### src/rtl/mem_arbiter_pkg.sv
// Shared definitions for the memory-port arbiter: FSM state encoding and width helper.
// Latency: n/a (types and constant functions only).
// Backpressure: n/a.
package mem_arbiter_pkg;

  // Arbiter controller states (2-bit encoding).
  typedef enum logic [1:0] {
    IDLE    = 2'd0,
    ISSUE   = 2'd1,
    RELEASE = 2'd2,
    RESPOND = 2'd3
  } state_t;

  // Bits needed to index n items; never returns less than 1 so a 1-bit pointer exists for n<=2.
  function automatic int log2(input int n);
    int r;
    r = 1;
    while ((1 << r) < n) r = r + 1;
    return r;
  endfunction

endpackage

### src/rtl/mem_arbiter_rr_pick.sv
// Round-robin picker: first set request at or above the pointer, wrapping, as a one-hot grant.
// Latency: purely combinational.
// Backpressure: none; the caller decides when to use the pick.
module mem_arbiter_rr_pick
  import mem_arbiter_pkg::*;
#(
  parameter int NUM_REQ = 2,
  parameter int PTR_W   = log2(NUM_REQ)
) (
  input  logic [NUM_REQ-1:0] i_req,
  input  logic [PTR_W-1:0]   i_ptr,
  output logic [NUM_REQ-1:0] o_grant,
  output logic               o_vld
);

  logic [2*NUM_REQ-1:0] w_req_dbl;
  logic [NUM_REQ-1:0]   w_req_rot;
  logic [NUM_REQ-1:0]   w_oh_rot;
  logic [2*NUM_REQ-1:0] w_oh_dbl;
  logic                 w_hit;

  // Rotate the request vector so the pointer position becomes bit 0.
  assign w_req_dbl = {i_req, i_req};
  assign w_req_rot = NUM_REQ'(w_req_dbl >> i_ptr);

  // Isolate the lowest set bit of the rotated vector (highest priority after the pointer).
  always_comb begin
    w_oh_rot = '0;
    w_hit    = 1'b0;
    for (int k = 0; k < NUM_REQ; k++) begin
      if (w_req_rot[k] && !w_hit) begin
        w_oh_rot[k] = 1'b1;
        w_hit       = 1'b1;
      end
    end
  end

  // Rotate the one-hot back into requester numbering.
  assign w_oh_dbl = {w_oh_rot, w_oh_rot} << i_ptr;
  assign o_grant  = NUM_REQ'(w_oh_dbl >> NUM_REQ);
  assign o_vld    = |i_req;

endmodule

### src/rtl/mem_arbiter.sv
// Round-robin arbiter sharing one four-phase memory port among NUM_REQ four-phase requesters.
// Latency: MEM_REQ 1 cycle after a request is sampled in IDLE; ACK_OUT 1 cycle after MEM_ACK falls.
// Backpressure: requesters wait (REQ held) until served; a stale or slow MEM_ACK stalls the FSM.
module mem_arbiter
  import mem_arbiter_pkg::*;
#(
  parameter int NUM_REQ           = 2,
  parameter int LC_MEM_DATA_WIDTH = 32,
  parameter int LC_MEM_ADDR_WIDTH = 32
) (
  input  logic                                     CLK,
  input  logic                                     RESET,
  input  logic [NUM_REQ-1:0]                       REQ_IN,
  input  logic [NUM_REQ-1:0]                       WRITE_IN,
  input  logic [NUM_REQ*(LC_MEM_ADDR_WIDTH-2)-1:0] ADDR_IN,
  input  logic [NUM_REQ*LC_MEM_DATA_WIDTH-1:0]     WDATA_IN,
  output logic [NUM_REQ-1:0]                       ACK_OUT,
  output logic [LC_MEM_DATA_WIDTH-1:0]             RDATA_OUT,
  output logic [NUM_REQ-1:0]                       GRANT_OUT,
  output logic [LC_MEM_ADDR_WIDTH-3:0]             MEM_ADDR,
  output logic [LC_MEM_DATA_WIDTH-1:0]             MEM_DATA,
  output logic                                     MEM_WRITE,
  output logic                                     MEM_REQ,
  input  logic [LC_MEM_DATA_WIDTH-1:0]             MEM_RDATA,
  input  logic                                     MEM_ACK
);

  localparam int AW = LC_MEM_ADDR_WIDTH - 2;
  localparam int DW = LC_MEM_DATA_WIDTH;
  localparam int PW = log2(NUM_REQ);

  state_t             r_state;
  logic [PW-1:0]      r_ptr;
  logic [NUM_REQ-1:0] r_grant;
  logic [NUM_REQ-1:0] r_ack;
  logic [DW-1:0]      r_rdata;
  logic [AW-1:0]      r_mem_addr;
  logic [DW-1:0]      r_mem_data;
  logic               r_mem_write;
  logic               r_mem_req;

  logic [NUM_REQ-1:0] w_pick_grant;
  logic               w_pick_vld;
  logic [AW-1:0]      w_sel_addr;
  logic [DW-1:0]      w_sel_data;
  logic               w_sel_write;
  logic               w_grant_req;
  logic [PW-1:0]      w_next_ptr;

  mem_arbiter_rr_pick #(
    .NUM_REQ (NUM_REQ),
    .PTR_W   (PW)
  ) u_rr_pick (
    .i_req   (REQ_IN),
    .i_ptr   (r_ptr),
    .o_grant (w_pick_grant),
    .o_vld   (w_pick_vld)
  );

  // Mux the picked requester's command out of the packed input buses.
  always_comb begin
    w_sel_addr = '0;
    w_sel_data = '0;
    for (int k = 0; k < NUM_REQ; k++) begin
      if (w_pick_grant[k]) begin
        w_sel_addr = ADDR_IN[k*AW +: AW];
        w_sel_data = WDATA_IN[k*DW +: DW];
      end
    end
  end

  assign w_sel_write = |(WRITE_IN & w_pick_grant);
  assign w_grant_req = |(REQ_IN & r_grant);

  // Pointer moves to the requester just after the current grant, wrapping to 0.
  always_comb begin
    w_next_ptr = '0;
    for (int k = 0; k < NUM_REQ; k++) begin
      if (r_grant[k]) w_next_ptr = (k == NUM_REQ - 1) ? '0 : PW'(k + 1);
    end
  end

  // Arbitration FSM with all outputs registered; reset aborts any access in flight.
  always_ff @(posedge CLK or posedge RESET) begin
    if (RESET) begin
      r_state     <= IDLE;
      r_ptr       <= '0;
      r_grant     <= '0;
      r_ack       <= '0;
      r_rdata     <= '0;
      r_mem_addr  <= '0;
      r_mem_data  <= '0;
      r_mem_write <= 1'b0;
      r_mem_req   <= 1'b0;
    end else begin
      case (r_state)
        IDLE: begin
          // A MEM_ACK still high here is left over from before a local reset: hold off.
          if (w_pick_vld && !MEM_ACK) begin
            r_grant     <= w_pick_grant;
            r_mem_addr  <= w_sel_addr;
            r_mem_data  <= w_sel_data;
            r_mem_write <= w_sel_write;
            r_mem_req   <= 1'b1;
            r_state     <= ISSUE;
          end
        end
        ISSUE: begin
          if (MEM_ACK) begin
            if (!r_mem_write) r_rdata <= MEM_RDATA;
            r_mem_req <= 1'b0;
            r_state   <= RELEASE;
          end
        end
        RELEASE: begin
          if (!MEM_ACK) begin
            r_ack   <= r_grant;
            r_state <= RESPOND;
          end
        end
        RESPOND: begin
          if (!w_grant_req) begin
            r_ack   <= '0;
            r_grant <= '0;
            r_ptr   <= w_next_ptr;
            r_state <= IDLE;
          end
        end
        default: r_state <= IDLE;
      endcase
    end
  end

  assign ACK_OUT   = r_ack;
  assign RDATA_OUT = r_rdata;
  assign GRANT_OUT = r_grant;
  assign MEM_ADDR  = r_mem_addr;
  assign MEM_DATA  = r_mem_data;
  assign MEM_WRITE = r_mem_write;
  assign MEM_REQ   = r_mem_req;

endmodule

### config.mk
export PLATFORM = sky130hd
export DESIGN_NAME = mem_arbiter
export DESIGN_NICKNAME = d
export VERILOG_FILES = /design/src/rtl/mem_arbiter_pkg.sv /design/src/rtl/mem_arbiter_rr_pick.sv /design/src/rtl/mem_arbiter.sv
export SDC_FILE = /design/constraint.sdc
export NUM_CORES = 1
export LEC_CHECK = 0
export CAP_MARGIN = 20
export CORE_ASPECT_RATIO = 1.25
export CORE_MARGIN = 1.5
export CORE_UTILIZATION = 39
export CTS_CLUSTER_DIAMETER = 50
export CTS_CLUSTER_SIZE = 12
export DETAILED_ROUTE_END_ITERATION = 10
export GPL_TIMING_DRIVEN = 0
export PLACE_DENSITY = 0.93
export SKIP_CTS_REPAIR_TIMING = 1
export SYNTH_ARGS = -nofsm -noshare
export SYNTH_HDL_FRONTEND = slang
export SYNTH_SLANG_ARGS = --single-unit
### constraint.sdc
create_clock -name CLK -period 4.2 [get_ports CLK]
set_input_delay 0.84 -clock CLK [delete_from_list [all_inputs] [get_ports CLK]]
set_output_delay 0.84 -clock CLK [all_outputs]
set_load 0.02 [all_outputs]
* Yosys cells after proc, flatten, opt, wreduce, memory -nomap -nowiden
Cells that the tools add are included.
** Word-level totals
- Output and inout port bits :: 100
- Register bits :: 103
- Input bits :: 163
** Cells by class
- Bitwise logic cells :: 4
- Multiplexer cells :: 20
- Shift operators :: 2
- Reduce and logical (&&, ||, !) cells :: 18
- Eq/ne operators :: 7
** Operator list (count)
- $mux W32 :: 2
- $mux W30 :: 2
- $mux W2 :: 6
- $reduce_and A3 Y1 :: 4
- $ne A2 B2 Y1 const B :: 4
- $pmux W2 S2 :: 2
- $pmux W2 S4 :: 1
- $mux W1 :: 6
- $reduce_bool A2 Y1 :: 3
- $reduce_or A2 Y1 :: 3
- $and A2 B2 Y2 :: 2
- $eq A2 B2 Y1 const B :: 2
- $reduce_and A2 Y1 :: 2
- $reduce_and A4 Y1 :: 1
- $shl A4 B1 Y4 :: 1
- $shr A4 B1 Y2 :: 1
- $eq A2 B1 Y1 const B :: 1
- $logic_and A1 B1 Y1 :: 2
- $logic_not A1 Y1 :: 2
- $logic_not A2 Y1 :: 1
- $not A1 Y1 :: 2
- $pmux W1 S2 :: 1

* Longest topological paths before layout
- Word-level depth :: 8
- Mapped depth :: 8

* Cells and area by module
A second synthesis with hierarchy kept.
** Second synthesis, totals
- Cells, all modules :: 408
- Area, all modules :: 4608.2 µm²
** Modules (own cells, without submodules)
- mem_arbiter :: sequential area each 2577.5 µm², area each 4583.1 µm², instances 1, cells an instance 404
- mem_arbiter_rr_pick :: sequential area each 0.0 µm², area each 25.0 µm², instances 1, cells an instance 4

* Worst setup path before layout
OpenSTA, ideal clock, no wires.
- Path kind :: input-to-reg
- From :: in MEM_ACK
- To :: reg r_rdata[0] (netlist: RDATA_OUT[0])
- Slack :: 2417 ps
- Data required time :: 4075 ps
- Path buffers :: 2
- Data arrival time :: 1658 ps
- Cell stages on the path :: 5
- Setup time :: 125 ps
- Path through :: nand2_1 or2_1 buf_6 buf_12 mux2_4
** Between the ends
- Cells in the longest elaborated chain, start to end :: 1
** Ends and longest elaborated chain
- start: declaration :: line mem_arbiter.sv:25 : input logic MEM_ACK
- $reduce_and A3 Y1 (no line)
- end signal: assignment :: line mem_arbiter.sv:90 : r_rdata <= '0;
- end signal: assignment :: line mem_arbiter.sv:110 : if (!r_mem_write) r_rdata <= MEM_RDATA;
- end: declaration :: line mem_arbiter.sv:36 : logic [DW-1:0] r_rdata;
No other way between the ends.
A chain may end at the register's enable or synchronous reset.

* Worst setup path in the final report
- From :: in MEM_ACK
- To :: reg r_mem_data[26] (netlist: MEM_DATA[26])
** Between the ends
- Cells in the longest elaborated chain, start to end :: 3
** Ends and longest elaborated chain
- $logic_not A1 Y1
- $logic_and A1 B1 Y1 :: line mem_arbiter.sv:99 : if (w_pick_vld && !MEM_ACK) begin
- $reduce_and A2 Y1 (no line)
- end signal: assignment :: line mem_arbiter.sv:102 : r_mem_data <= w_sel_data;
- end: declaration :: line mem_arbiter.sv:38 : logic [DW-1:0] r_mem_data;
No other way between the ends.

==> metrics.md <==
| Metric | Value |
|---|---|
| Status | complete, no violations |
| DIE AREA | 12,600 sq um |
| Clock Skew | 0.00838 ns |
| Final hold vios | 0 |
| Worst endpoint required time | 4.43 ns |
| Skew-Pair Late Insertion Delay | between 0.3 and 0.4 ns |
| Seq/Total Area, Yosys | about 56% |
| Placed insts | 827 |
| Worst rel slew slack | 58.6% |
| Max stage delay on crit path | 0.58 ns |
| Nature of the critical path endpoint | register |
| Syn nets | 571 |
| GP Congestion | 0.863 |
| Finished Core Util | 66.8% |
| Critical Path Start Type | primary input |
| Final Hold Slack | 0.474 ns |
| Power density cells | 687 nW/um^2 |
| Clock Path Buffers | 2 |
| CTS Root Buffer Type | clkbuf_16 |
| Final worst-path cycle share | between 50% and 60% |
| Via count | 4,349 |
| Layout cells sized above 1 | between 10% and 20% |
| Number of CTS-inserted buffers | 9 |
| # rows | 44 |
| VDD IR max | 321 uV |
| Yosys warns | 0 |
| Area grow syn2layout | 67.3% |
| Initial core utilization | 39.9% |
| Initial antenna violation count | 0 |
| First-pass GRT wire length | 23,500 um |
| ANT nets after route | 0 |
| Crit-path max FO | 10 |
| Max-Cap Viols | 0 |
| Final setup vio count | 0 |
| Fin crit period | 2.30 ns |
| Total GRT Usage | 24.2% |
| Synth Area in Simple Gates | roughly 6.6% |
| Mapped Area | 4640 sq um |
| Post-route non-filler standard cell count | 843 |
| Worst-Margin Slew | 0.620 ns |
| Tightest Hold Check Type | register to register |
| WL/cell | 17.9 um |
| CTS tree | built |
| Synthesized area per cell | around 12 sq um |
| Core box area | 11,600 sq um |
| Pin count of the biggest net entering global routing | 58 |
| Mux share of post-synthesis cell area | 10.9% |
| NumNets Final | 845 |
| Post-Syn Instances | 403 |
| Setup CP Type | primary input to register |
| Vias in the first global route | 4,639 |
| Hpwl dp | 11,900 um |
| Clock slew at reported path FFs | 0.07 ns |
| Largest family of logic cells by synthesized area | compound AO/OA/AOI/OAI gates |
| CP Cell Sequence | clkdlybuf4s50_1 -> inv_1 -> o211ai_2 -> buf_4 -> clkbuf_1 -> nand2_1 -> o21ai_0 |
| Via density | 5.16 |
| IO buf count | 262 |
| Register bit count reported by yosys | 103 |
| Synth Area in Compound Gates | between 10% and 20% |
| XOR/XNOR Fraction of Synth Area | 0% |
| Post-Place Worst Slack | between 1.5 and 2 ns |
| CTS H-tree depth | 3 |
| CP arrival | 2.53 ns |
| Setup tns final | 0 ns |
| RSZ-0062 raised after global routing | false |
| Post-synthesis adder-cell area fraction | 1.35% |
| Die W | 101 um |
| Ant. Diodes | 0 |
| DRC | 0 |
| CTS sink count | roughly 100 |
| Bufs and invs on worst path | 4 |
| Max Clk Rate | 435 MHz |
| Ports | 263 |
| Overflow after GRT | 0 |
| Die Span Y | 125 um |
| Pre-antenna DRT Iters | 5 |
| DRT iter0 DRCs | 222 |
| Slowest CP cell | clkdlybuf4s50_1 |
| Final Max Slew Viols | 0 |
| Top delay family on crit path | buffers and inverters |
| Routed wire length | 15,100 um |
| Synth cell types | 31 |
| Final setup margin | 1.90 ns |
| Leak pwr | 3.40 nW |
-- metrics by stage --
step                total power (W)  area, sq um
finish                      0.00533         7760
global route                0.00561         7760
CTS                         0.00536         7760
detailed placement          0.00458         7490
global placement            0.00445         7460
floorplan                   0.00317         4640
-- power breakdown --
part | switching, W | internal [W]
logic | 0.00136 | 0.00143
registers | 0.000292 | 0.00147
clock network | 0.000365 | 0.000407
-- synthesized netlist by cell type --
| cell | instances | area share, % |
|---|---|---|
| dfrtp_1 | 103 | 56 |
| nand2_1 | 69 | 5.6 |
| a22oi_1 | 64 | 10 |
| o21ai_0 | 57 | 6.2 |
| mux2_4 | 30 | 9.7 |
| buf_4 | 11 | 1.8 |
| buf_2 | 8 | 0.86 |
| clkbuf_1 | 8 | 0.65 |
| inv_1 | 7 | 0.57 |
| o21ai_1 | 7 | 0.76 |
| ha_1 | 5 | 1.3 |
| a21oi_1 | 3 | 0.32 |
| buf_12 | 3 | 1.3 |
| mux2_2 | 3 | 0.73 |
| o22ai_1 | 3 | 0.40 |
| a21boi_1 | 2 | 0.32 |
| buf_6 | 2 | 0.49 |
| mux2i_1 | 2 | 0.43 |
| nor2_1 | 2 | 0.16 |
| nor2b_1 | 2 | 0.27 |
| o2bb2ai_1 | 2 | 0.38 |
| a21boi_0 | 1 | 0.16 |
| a22o_1 | 1 | 0.19 |
| a22oi_2 | 1 | 0.27 |
| a32oi_1 | 1 | 0.19 |
| and2b_2 | 1 | 0.19 |
| nand3_1 | 1 | 0.11 |
| nor3b_1 | 1 | 0.16 |
| o211ai_2 | 1 | 0.27 |
| o21bai_1 | 1 | 0.16 |
| or2_1 | 1 | 0.14 |
-- logic make-up (layout without fill, tap and decap cells) --
| kind of cell | Yosys count | count (layout) |
|---|---|---|
| fa+ha+maj | 5 | 5 |
| flops | 103 | 103 |
| mux | 35 | 35 |
| compound gates | 144 | 144 |
| buf+inv | 39 | 318 |
| simple gates | 77 | 77 |
-- worst paths after layout --
kind / cells after the start / start / slack, ns / endpoint
setup / recovery: 7 / MEM_ACK / 1.90 / MEM_DATA[26]
hold / removal: 2 / MEM_DATA[18] / 0.47 / MEM_DATA[18]
setup reg to reg: 7 / r_state[0] / 2.32 / MEM_DATA[26]
hold reg to reg: 2 / MEM_DATA[18] / 0.47 / MEM_DATA[18]
max in group asynchronous: 3 / RESET / 2.58 / MEM_DATA[9]
min in group asynchronous: 2 / RESET / 0.93 / MEM_DATA[30]
-- registers in the layout, summed over array words and instances, names as in the netlist --
signal     cells
MEM_ADDR      30
MEM_REQ        1
GRANT_OUT      2
r_ptr          1
MEM_WRITE      1
r_state        2
ACK_OUT        2
MEM_DATA      32
RDATA_OUT     32
-- area by class of cell --
class | count | area (sq um)
tap | 161 | 201
clock buffer | 12 | 236
clock inverter | 4 | 31.3
buffer | 32 | 235
inverter | 7 | 28.8
fill | 856 | 3860
sequential | 103 | 2580
timing repair buffer | 263 | 2650
multi-input combinational | 261 | 1800
-- cell usage in the layout, fill, tap and decap left out, types with 8 or more instances in the layout --
cell type,count
nand2_1,69
clkbuf_16,9
clkdlybuf4s50_1,262
dfrtp_1,103
mux2_4,30
buf_2,8
buf_4,11
a22oi_1,64
clkbuf_1,11
o21ai_0,57
-- worst register-to-register path, cell delays in order (launching register included) --
cell	delay (ns)
dfrtp_1	0.38
inv_1	0.10
ha_1	0.27
o211ai_2	0.11
buf_4	0.21
clkbuf_1	0.46
nand2_1	0.13
o21ai_0	0.13
-- metal layers --
layer	part of all wire [%]	up-vias	global-route usage, %
met1	37	2115	26.7
met2	54	214	44.3
li1	-	1992	-
met5	0	-	0
met3	6.8	28	5.33
met4	2.2	0	9.44
(Power assumes the default switching activity.)
